## config.mk

```make
export PLATFORM = sky130hd
export DESIGN_NAME = age_select_tree_flat
export DESIGN_NICKNAME = d
export VERILOG_FILES = /design/src/rtl/age_select_tree_pkg.sv /design/src/rtl/age_select_tree_if.sv /design/src/rtl/age_select_tree_node.sv /design/src/rtl/age_select_tree.sv /design/src/flat_wrapper.sv
export SDC_FILE = /design/constraint.sdc
export NUM_CORES = 1
export LEC_CHECK = 0
export CAP_MARGIN = 20
export CORE_UTILIZATION = 45
export DETAILED_ROUTE_END_ITERATION = 8
export PLACE_DENSITY_LB_ADDON = 0.05
export RECOVER_POWER = 50
export SETUP_SLACK_MARGIN = 0.05
export SLEW_MARGIN = 0
export SYNTH_ARGS = -nofsm -noshare
export SYNTH_HDL_FRONTEND = slang
export SYNTH_SLANG_ARGS = --single-unit
```

## constraint.sdc

```tcl
create_clock -name clk -period 6 [get_ports clk]
set_input_delay 1.2 -clock clk [delete_from_list [all_inputs] [get_ports clk]]
set_output_delay 1.2 -clock clk [all_outputs]
set_load 0.05 [all_outputs]
```

## src/rtl/age_select_tree_pkg.sv

```systemverilog
// rtl/age_select_tree_pkg.sv - shared constants and tree-indexing helper for the age select tree
package age_select_tree_pkg;

  localparam int ROB_TAG_W   = 8;
  localparam int DEF_ENTRIES = 8;

  // Nodes are numbered heap-style: root is 1, children of n are 2n and 2n+1.
  function automatic int node_depth(input int n);
    return $clog2(n + 1) - 1;
  endfunction

endpackage

```

## src/rtl/age_select_tree_if.sv

```systemverilog
// rtl/age_select_tree_if.sv - request/result handshake bundle for the age select tree
interface age_select_tree_if
  import age_select_tree_pkg::*;
#(
  parameter int WIDTH   = ROB_TAG_W,
  parameter int ENTRIES = DEF_ENTRIES
);
  localparam int LEVELS = $clog2(ENTRIES);

  logic                       in_valid;
  logic                       in_ready;
  logic [ENTRIES*WIDTH-1:0]   in_keys;
  logic [ENTRIES-1:0]         in_lane_vld;
  logic [WIDTH-1:0]           in_base;
  logic                       in_wrap;
  logic                       in_find_max;
  logic                       out_valid;
  logic                       out_ready;
  logic                       out_found;
  logic [WIDTH-1:0]           out_key;
  logic [LEVELS-1:0]          out_index;

  modport master (
    output in_valid, in_keys, in_lane_vld, in_base, in_wrap, in_find_max, out_ready,
    input  in_ready, out_valid, out_found, out_key, out_index
  );

  modport slave (
    input  in_valid, in_keys, in_lane_vld, in_base, in_wrap, in_find_max, out_ready,
    output in_ready, out_valid, out_found, out_key, out_index
  );

endinterface

```

## src/rtl/age_select_tree_node.sv

```systemverilog
// rtl/age_select_tree_node.sv - combinational 2-input compare-select node (age_cmp_node)
module age_cmp_node
  import age_select_tree_pkg::*;
#(
  parameter int WIDTH = ROB_TAG_W,
  parameter int IDXW  = 3
) (
  input  logic             find_max,
  input  logic             a_pres,
  input  logic [WIDTH-1:0] a_eff,
  input  logic [WIDTH-1:0] a_orig,
  input  logic [IDXW-1:0]  a_idx,
  input  logic             b_pres,
  input  logic [WIDTH-1:0] b_eff,
  input  logic [WIDTH-1:0] b_orig,
  input  logic [IDXW-1:0]  b_idx,
  output logic             y_pres,
  output logic [WIDTH-1:0] y_eff,
  output logic [WIDTH-1:0] y_orig,
  output logic [IDXW-1:0]  y_idx
);

  logic b_better;
  logic pick_b;

  // Side a always holds the lower lane indices, so ties fall to a.
  always_comb begin
    b_better = find_max ? (b_eff > a_eff) : (b_eff < a_eff);
    pick_b   = b_pres & (~a_pres | b_better);
    y_pres   = a_pres | b_pres;
    y_eff    = '0;
    y_orig   = '0;
    y_idx    = '0;
    if (pick_b) begin
      y_eff  = b_eff;
      y_orig = b_orig;
      y_idx  = b_idx;
    end else if (a_pres) begin
      y_eff  = a_eff;
      y_orig = a_orig;
      y_idx  = a_idx;
    end
  end

endmodule

```

## src/rtl/age_select_tree.sv

```systemverilog
// rtl/age_select_tree.sv - pipelined N-way min/max (oldest/youngest) select with wrap-relative keys
module age_select_tree
  import age_select_tree_pkg::*;
#(
  parameter int WIDTH   = ROB_TAG_W,
  parameter int ENTRIES = DEF_ENTRIES
) (
  input logic             clk,
  input logic             rst_n,
  age_select_tree_if.slave bus
);

  localparam int LEVELS = $clog2(ENTRIES);
  localparam int IDXW   = LEVELS;

  logic stall;
  logic en;

  logic             lf_pres [ENTRIES];
  logic [WIDTH-1:0] lf_eff  [ENTRIES];
  logic [WIDTH-1:0] lf_orig [ENTRIES];
  logic [IDXW-1:0]  lf_idx  [ENTRIES];

  logic             nd_pres [1:ENTRIES-1];
  logic [WIDTH-1:0] nd_eff  [1:ENTRIES-1];
  logic [WIDTH-1:0] nd_orig [1:ENTRIES-1];
  logic [IDXW-1:0]  nd_idx  [1:ENTRIES-1];

  logic             pres_d [1:ENTRIES-1];
  logic             pres_q [1:ENTRIES-1];
  logic [WIDTH-1:0] eff_d  [1:ENTRIES-1];
  logic [WIDTH-1:0] eff_q  [1:ENTRIES-1];
  logic [WIDTH-1:0] orig_d [1:ENTRIES-1];
  logic [WIDTH-1:0] orig_q [1:ENTRIES-1];
  logic [IDXW-1:0]  idx_d  [1:ENTRIES-1];
  logic [IDXW-1:0]  idx_q  [1:ENTRIES-1];

  logic vld_d  [1:LEVELS];
  logic vld_q  [1:LEVELS];
  logic fmax_d [1:LEVELS];
  logic fmax_q [1:LEVELS];

  assign stall        = vld_q[LEVELS] & ~bus.out_ready;
  assign en           = ~stall;
  assign bus.in_ready = en;

  // Gating presence with in_valid makes bubbles travel as all-absent trees.
  for (genvar i = 0; i < ENTRIES; i++) begin : g_leaf
    assign lf_orig[i] = bus.in_keys[i*WIDTH +: WIDTH];
    assign lf_eff[i]  = bus.in_wrap ? (lf_orig[i] - bus.in_base) : lf_orig[i];
    assign lf_pres[i] = bus.in_lane_vld[i] & bus.in_valid;
    assign lf_idx[i]  = IDXW'(i);
  end

  for (genvar n = 1; n < ENTRIES; n++) begin : g_node
    logic             a_pres, b_pres, fmax;
    logic [WIDTH-1:0] a_eff, b_eff, a_orig, b_orig;
    logic [IDXW-1:0]  a_idx, b_idx;

    if (2 * n >= ENTRIES) begin : g_from_leaf
      assign a_pres = lf_pres[2*n-ENTRIES];
      assign a_eff  = lf_eff[2*n-ENTRIES];
      assign a_orig = lf_orig[2*n-ENTRIES];
      assign a_idx  = lf_idx[2*n-ENTRIES];
      assign b_pres = lf_pres[2*n+1-ENTRIES];
      assign b_eff  = lf_eff[2*n+1-ENTRIES];
      assign b_orig = lf_orig[2*n+1-ENTRIES];
      assign b_idx  = lf_idx[2*n+1-ENTRIES];
      assign fmax   = bus.in_find_max;
    end else begin : g_from_reg
      assign a_pres = pres_q[2*n];
      assign a_eff  = eff_q[2*n];
      assign a_orig = orig_q[2*n];
      assign a_idx  = idx_q[2*n];
      assign b_pres = pres_q[2*n+1];
      assign b_eff  = eff_q[2*n+1];
      assign b_orig = orig_q[2*n+1];
      assign b_idx  = idx_q[2*n+1];
      assign fmax   = fmax_q[LEVELS-1-node_depth(n)];
    end

    age_cmp_node #(.WIDTH(WIDTH), .IDXW(IDXW)) u_node (
      .find_max (fmax),
      .a_pres   (a_pres),
      .a_eff    (a_eff),
      .a_orig   (a_orig),
      .a_idx    (a_idx),
      .b_pres   (b_pres),
      .b_eff    (b_eff),
      .b_orig   (b_orig),
      .b_idx    (b_idx),
      .y_pres   (nd_pres[n]),
      .y_eff    (nd_eff[n]),
      .y_orig   (nd_orig[n]),
      .y_idx    (nd_idx[n])
    );
  end

  always_comb begin
    for (int n = 1; n < ENTRIES; n++) begin
      pres_d[n] = pres_q[n];
      eff_d[n]  = eff_q[n];
      orig_d[n] = orig_q[n];
      idx_d[n]  = idx_q[n];
      if (en) begin
        pres_d[n] = nd_pres[n];
        eff_d[n]  = nd_eff[n];
        orig_d[n] = nd_orig[n];
        idx_d[n]  = nd_idx[n];
      end
    end
    vld_d[1]  = en ? bus.in_valid    : vld_q[1];
    fmax_d[1] = en ? bus.in_find_max : fmax_q[1];
    for (int s = 2; s <= LEVELS; s++) begin
      vld_d[s]  = en ? vld_q[s-1]  : vld_q[s];
      fmax_d[s] = en ? fmax_q[s-1] : fmax_q[s];
    end
  end

  always_ff @(posedge clk or negedge rst_n) begin
    if (!rst_n) begin
      for (int n = 1; n < ENTRIES; n++) begin
        pres_q[n] <= 1'b0;
        eff_q[n]  <= '0;
        orig_q[n] <= '0;
        idx_q[n]  <= '0;
      end
      for (int s = 1; s <= LEVELS; s++) begin
        vld_q[s]  <= 1'b0;
        fmax_q[s] <= 1'b0;
      end
    end else begin
      for (int n = 1; n < ENTRIES; n++) begin
        pres_q[n] <= pres_d[n];
        eff_q[n]  <= eff_d[n];
        orig_q[n] <= orig_d[n];
        idx_q[n]  <= idx_d[n];
      end
      for (int s = 1; s <= LEVELS; s++) begin
        vld_q[s]  <= vld_d[s];
        fmax_q[s] <= fmax_d[s];
      end
    end
  end

  assign bus.out_valid = vld_q[LEVELS];
  assign bus.out_found = pres_q[1];
  assign bus.out_key   = orig_q[1];
  assign bus.out_index = idx_q[1];

endmodule

```

## src/flat_wrapper.sv

```systemverilog
// flat-port wrapper written by rule: the top's interface ports become plain ports
module age_select_tree_flat import age_select_tree_pkg::*;
#(
  parameter int WIDTH   = ROB_TAG_W,
  parameter int ENTRIES = DEF_ENTRIES
)
  (clk, rst_n, bus_in_valid, bus_in_keys, bus_in_lane_vld, bus_in_base, bus_in_wrap, bus_in_find_max, bus_out_ready, bus_in_ready, bus_out_valid, bus_out_found, bus_out_key, bus_out_index);
  age_select_tree_if #(.WIDTH(WIDTH), .ENTRIES(ENTRIES)) bus_i ();
  input logic clk;
  input logic rst_n;
  input wire logic [$bits(bus_i.in_valid)-1:0] bus_in_valid;
  input wire logic [$bits(bus_i.in_keys)-1:0] bus_in_keys;
  input wire logic [$bits(bus_i.in_lane_vld)-1:0] bus_in_lane_vld;
  input wire logic [$bits(bus_i.in_base)-1:0] bus_in_base;
  input wire logic [$bits(bus_i.in_wrap)-1:0] bus_in_wrap;
  input wire logic [$bits(bus_i.in_find_max)-1:0] bus_in_find_max;
  input wire logic [$bits(bus_i.out_ready)-1:0] bus_out_ready;
  output wire logic [$bits(bus_i.in_ready)-1:0] bus_in_ready;
  output wire logic [$bits(bus_i.out_valid)-1:0] bus_out_valid;
  output wire logic [$bits(bus_i.out_found)-1:0] bus_out_found;
  output wire logic [$bits(bus_i.out_key)-1:0] bus_out_key;
  output wire logic [$bits(bus_i.out_index)-1:0] bus_out_index;
  assign bus_i.in_valid = bus_in_valid;
  assign bus_i.in_keys = bus_in_keys;
  assign bus_i.in_lane_vld = bus_in_lane_vld;
  assign bus_i.in_base = bus_in_base;
  assign bus_i.in_wrap = bus_in_wrap;
  assign bus_i.in_find_max = bus_in_find_max;
  assign bus_i.out_ready = bus_out_ready;
  assign bus_in_ready = bus_i.in_ready;
  assign bus_out_valid = bus_i.out_valid;
  assign bus_out_found = bus_i.out_found;
  assign bus_out_key = bus_i.out_key;
  assign bus_out_index = bus_i.out_index;
  age_select_tree #(.WIDTH(WIDTH), .ENTRIES(ENTRIES)) u_core (.clk(clk), .rst_n(rst_n), .bus(bus_i));
endmodule
```

-- After elaboration in Yosys (flattened, before gate mapping)
Cells that the tools add are included.
- register bits after elaboration: 137
- input port bits: 86
- output and inout port bits: 14
- logic and storage cells: 147
- add/sub/neg operators: 8
- order comparisons: 14
- multiplexer cells: 54
- bitwise logic cells: 39
- operator list (kind ; number):
    8-bit 2-to-1 mux ; 34
    8-bit subtractor ; 8
    8-bit > comparator ; 7
    8-bit < comparator ; 7
    3-bit 2-to-1 mux ; 10
    1-bit bitwise AND ; 16
    1-bit OR ; 14
    1-bit NOT ; 9
    1-bit 2-to-1 mux ; 8
    2-bit 2-to-1 mux ; 2

-- Logic depth before layout (Yosys ltp)
- depth in word-level cells: 7
- mapped depth: 19
- gate-level depth less buffers: 18

-- Cells and area by module
A second synthesis with hierarchy kept.
- cells, all modules: 1108
- area total of the unflattened synthesis: 12030.3 sq um
- modules (own cells, without submodules) (module ; times used ; cells an instance ; area an instance (sq um) ; seq. area each (sq um)):
    age_select_tree ; 1 ; 709 ; 8176.6 ; 3428.3
    age_cmp_node ; 7 ; 57 ; 550.5 ; 0.0

-- Worst setup path after synthesis
OpenSTA, ideal clock, no wires.
- path type: input -> register
- start: input port bus_in_base[1]
- end: register u_core.eff_q, in the netlist u_core.g_node[2].a_eff[5]
- library setup time: 162 ps
- arrival time: 4553 ps
- required time: 5838 ps
- slack: 1285 ps
- cell stages on the path: 17
- path buffers: 1
- path through: inv_1 > ha_1 > nor2b_1 > o31a_1 > o221a_2 > o21a_1 > o21ai_0 > xor2_1 > inv_1 > ha_1 > a21oi_1 > o21ai_0 > or4_1 > and4_1 > buf_2 > inv_1 > o221ai_1
- cells in the longest elaborated chain, start to end: 7
- elaborated cells on any way between the ends: 11
- classes of those cells: add/sub (2); order compare (2); mux (5); bitwise (2)
- RTL lines (what ; line ; text):
    start: declaration ; flat_wrapper.sv:14 ; input wire logic [$bits(bus_i.in_base)-1:0] bus_in_base;
    8-bit subtractor ; age_select_tree.sv:50 ; assign lf_eff[i] = bus.in_wrap ? (lf_orig[i] - bus.in_base) : lf_orig[i];
    8-bit 2-to-1 mux ; age_select_tree.sv:50 ;
    8-bit < comparator or 8-bit > comparator (tied branches) ; age_select_tree_node.sv:28 ; b_better = find_max ? (b_eff > a_eff) : (b_eff < a_eff);
    1-bit 2-to-1 mux ; age_select_tree_node.sv:28 ;
    1-bit OR ; age_select_tree_node.sv:29 ; pick_b = b_pres & (~a_pres | b_better);
    1-bit bitwise AND ; age_select_tree_node.sv:29 ;
    8-bit 2-to-1 mux * ; age_select_tree_node.sv:34 ; if (pick_b) begin
    end signal: indexed assignment ; age_select_tree.sv:135 ; eff_q[n] <= eff_d[n];
    end: declaration ; age_select_tree.sv:32 ; logic [WIDTH-1:0] eff_q [1:ENTRIES-1];
Mark *: on every way between the ends. The rest lies on a longest branch, timed or not.
A chain may end at the register's enable or synchronous reset.

-- Worst setup path in the final report
- start: input port bus_in_base[5]
- end: register u_core.eff_q, in the netlist u_core.g_node[2].a_eff[6]
The elaborated chain is that of the path after synthesis.

==> flow_metrics.tcl <==
set metrics [dict create \
    drv_slew 203 \
    maxCapViolations 3 \
    min_path_type "register to register" \
    ant_nets 0 \
    reg2reg_depth 5 \
    area_growth_pct 19.0 \
    core_area_sq_um 22000 \
    rows 54 \
    vdd_drop_max_mv 0.210 \
    synth_cell_types 69 \
    violations "design-rule violations, max-capacitance violations, max-slew violations" \
    synthTopCellsByArea "dfrtp_1 (32%), ha_1 (14%), nand2_1 (4.9%)" \
    cp.arrival_ps 5500 \
    dp_hpwl_microns 23400 \
    insertion_delay_ps 420 \
    synthesis.area_sq_um 10100 \
    synth_nets 1329 \
    fin_tns_setup_ps 0 \
    holdPathStages 2 \
    post_cts_buffers 0 \
    drive_above_1_share 0.0678 \
    nets 1415 \
    crit_cells 16 \
    syn_inst 1125 \
    cts-resized-gates 0 \
    n_antenna_cell 0 \
    powerDensity_nw_per_um2 329 \
    finalSetupViolations 0 \
    critPathCaptureType "register" \
    yosysTopAreaCell "dfrtp_1" \
    vias 8977 \
    outcome "complete, but fails checks" \
    path_buf_inv 3 \
    period_share 0.887 \
    slowest_stage "o311a_1" \
    h-tree-depth 4 \
    grtUsageTotal 0.277 \
    synth_edf_count 0 \
    cp_cell_sequence "clkdlybuf4s50_1 > inv_1 > ha_1 > or3_1 > o221a_2 > o21a_1 > o21ai_0 > xor2_1 > inv_1 > ha_1 > nand4_1 > o21ai_0 > o21ba_2 > o311a_1 > o21ai_0 > o221ai_1" \
    ys_seq_elements 131 \
    final_core_util 0.549 \
    power_leakage_nw 5.60 \
    die_x_microns 152 \
    slew_headroom -1.74 \
    cts_buffers 17 \
    critical_path.most_common_cell "o21ai_0" \
    floorplan.initialDensity 0.461 \
    n_fill_cell 2035 \
    synthArstFlopShare 1.00 \
    syn_avg_cell_area_sq_um 9.00 \
    viasPerCell 5.97 \
    dp_cells 1472 \
    cts-root-buf "clkbuf_16" \
    ys_seq_area_frac 0.324 \
    clk_pin_slew_ps 60 \
    skew_ps 10.4 \
    drc 6 \
    dieArea_sq_um 23100 \
    worst_path_largest_cell_delay_ps 520 \
    stdcell_count 1504 \
    min_period_ps 5320 \
    io_pins 100 \
    cp-start-kind "input pin" \
    first_pass_iters 8 \
    wl_per_cell_microns 20.5 \
    layout_common_cells "nand2_1 (131), dfrtp_1 (131), ha_1 (110), inv_1 (99), clkdlybuf4s50_1 (96)" \
    ys_warn_count 0 \
    die_h_microns 152 \
    fmaxAchievable_mhz 188 \
    drt_iter0_markers 717 \
    gp_congestion 0.898 \
    first_global_vias 8787 \
    io_buffers 99 \
    critPathRequiredTime_ps 6180 \
    ys.flop_type "dfrtp_1" \
    cts_tree "done" \
    drt_wl_total_microns 30800 \
    clock-sinks 131 \
    synth_top_area_frac 0.324 \
    report.final.hold_viol_count 0 \
    crit_type "input pin to register" \
    grt_max_degree 79 \
    antenna_found_initial 0 \
    rsz0062_at_grt "false" \
    critPathTopFamily "compound AO/OA/AOI/OAI gates" \
    cp_max_fo 13 \
    grt_first_pass_wirelength_microns 49600 \
    power_mw 3.97 \
    cts_max_path_buffers 2 \
    cts_hold_buf 0 \
    worstMarginPinSlew_ps 4100 \
    grt-ovfl-total 0 \
]
-- layer usage --
| metal | wire length (microns) | global-route usage | share of wire |
|---|---|---|---|
| met1 | 14900 | 0.410 | 0.48 |
| met2 | 13200 | 0.411 | 0.43 |
| met3 | 2010 | 0.0505 | 0.065 |
| met4 | 756 | 0.0802 | 0.025 |
| met5 | 0 | 0 | 0 |
-- state kept, by name, indices dropped and copies added (netlist names) --
| name | count |
|---|---|
| u_core.bus.out_found | 1 |
| u_core.bus.out_index | 3 |
| u_core.bus.out_key | 8 |
| u_core.bus.out_valid | 1 |
| u_core.g_node.a_eff | 24 |
| u_core.g_node.a_idx | 5 |
| u_core.g_node.a_orig | 24 |
| u_core.g_node.a_pres | 3 |
| u_core.g_node.b_eff | 24 |
| u_core.g_node.b_idx | 7 |
| u_core.g_node.b_orig | 24 |
| u_core.g_node.b_pres | 3 |
| u_core.g_node.fmax | 2 |
| u_core.vld_q | 2 |
-- power by group --
group          switching, mW  total, mW  internal (mW)
sequential             0.176       1.26           1.08
combinational          0.918       1.53          0.610
clock                  0.389       1.18          0.788
total                   1.48       3.97           2.48
-- through the flow --
stage / cell area [sq um] / worst slack (ps) / hold slack [ps]
3_5_place_dp: 11400 / 281 / 454
5_1_grt: 12100 / 212 / 492
4_1_cts: 12100 / 713 / 468
2_1_floorplan: 10100 / 1290 / 430
6_report: 12100 / 680 / 463
3_3_place_gp: 11400 / 336 / 450
-- cells by family after synthesis --
logic type | count (synthesis) | share of synthesized area
AO/OA/AOI/OAI | 323 | 0.234
XOR/XNOR | 39 | 0.0337
adder cells (fa/ha/maj) | 118 | 0.152
buffers and inverters | 154 | 0.0615
flip-flops | 131 | 0.324
multiplexers | 44 | 0.0448
AND/OR/NAND/NOR | 316 | 0.150
-- final timing paths --
kind,startpoint,to,slack [ps]
min reg2reg,u_core.bus.out_found$_DFFE_PN0N_,u_core.bus.out_found$_DFFE_PN0N_,460
max reg2reg,u_core.bus.out_valid$_DFFE_PN0N_,u_core.g_node[1].a_orig[5]$_DFFE_PN0N_,1990
max in group asynchronous,rst_n,u_core.g_node[1].a_orig[0]$_DFFE_PN0N_,1160
max,bus_in_base[5],u_core.g_node[2].a_eff[6]$_DFFE_PN0N_,680
min,u_core.bus.out_found$_DFFE_PN0N_,u_core.bus.out_found$_DFFE_PN0N_,460
min in group asynchronous,rst_n,u_core.vld_q[2]$_DFFE_PN0N_,2210
-- tightest hold or removal path: cells and delay by family, from the launching register on --
kind | cells | cell delay, ps
DFF | 1 | 330
and+or+nand+nor | 2 | 100
-- synth_stat cells, types with 10 or more instances --
| cell | count |
|---|---|
| and2_1 | 23 |
| o211ai_1 | 29 |
| dfrtp_1 | 131 |
| a221o_1 | 26 |
| a222oi_1 | 17 |
| o21ai_0 | 59 |
| a21o_1 | 17 |
| xnor2_1 | 29 |
| nor3_1 | 12 |
| inv_1 | 99 |
| o21a_1 | 25 |
| a21oi_1 | 54 |
| ha_1 | 110 |
| nand2b_1 | 17 |
| mux2_2 | 11 |
| a22oi_1 | 18 |
| mux2i_1 | 33 |
| nand3_1 | 21 |
| clkbuf_1 | 32 |
| nor2_1 | 41 |
| nor2b_1 | 18 |
| xor2_1 | 10 |
| nand2_1 | 131 |
| buf_2 | 14 |
| nand4_1 | 29 |
-- area by class of cell --
type	count	area, sq um	area share
multi-input cells	840	6230	0.517
flip-flops and latches	131	3280	0.272
clock buffers	18	439	0.0364
clock inverters	14	231	0.0192
well taps	280	350	0.0291
repair buffers	120	1140	0.0948
inverters	101	379	0.0315
Note: power is estimated with default switching activity, not from simulation.
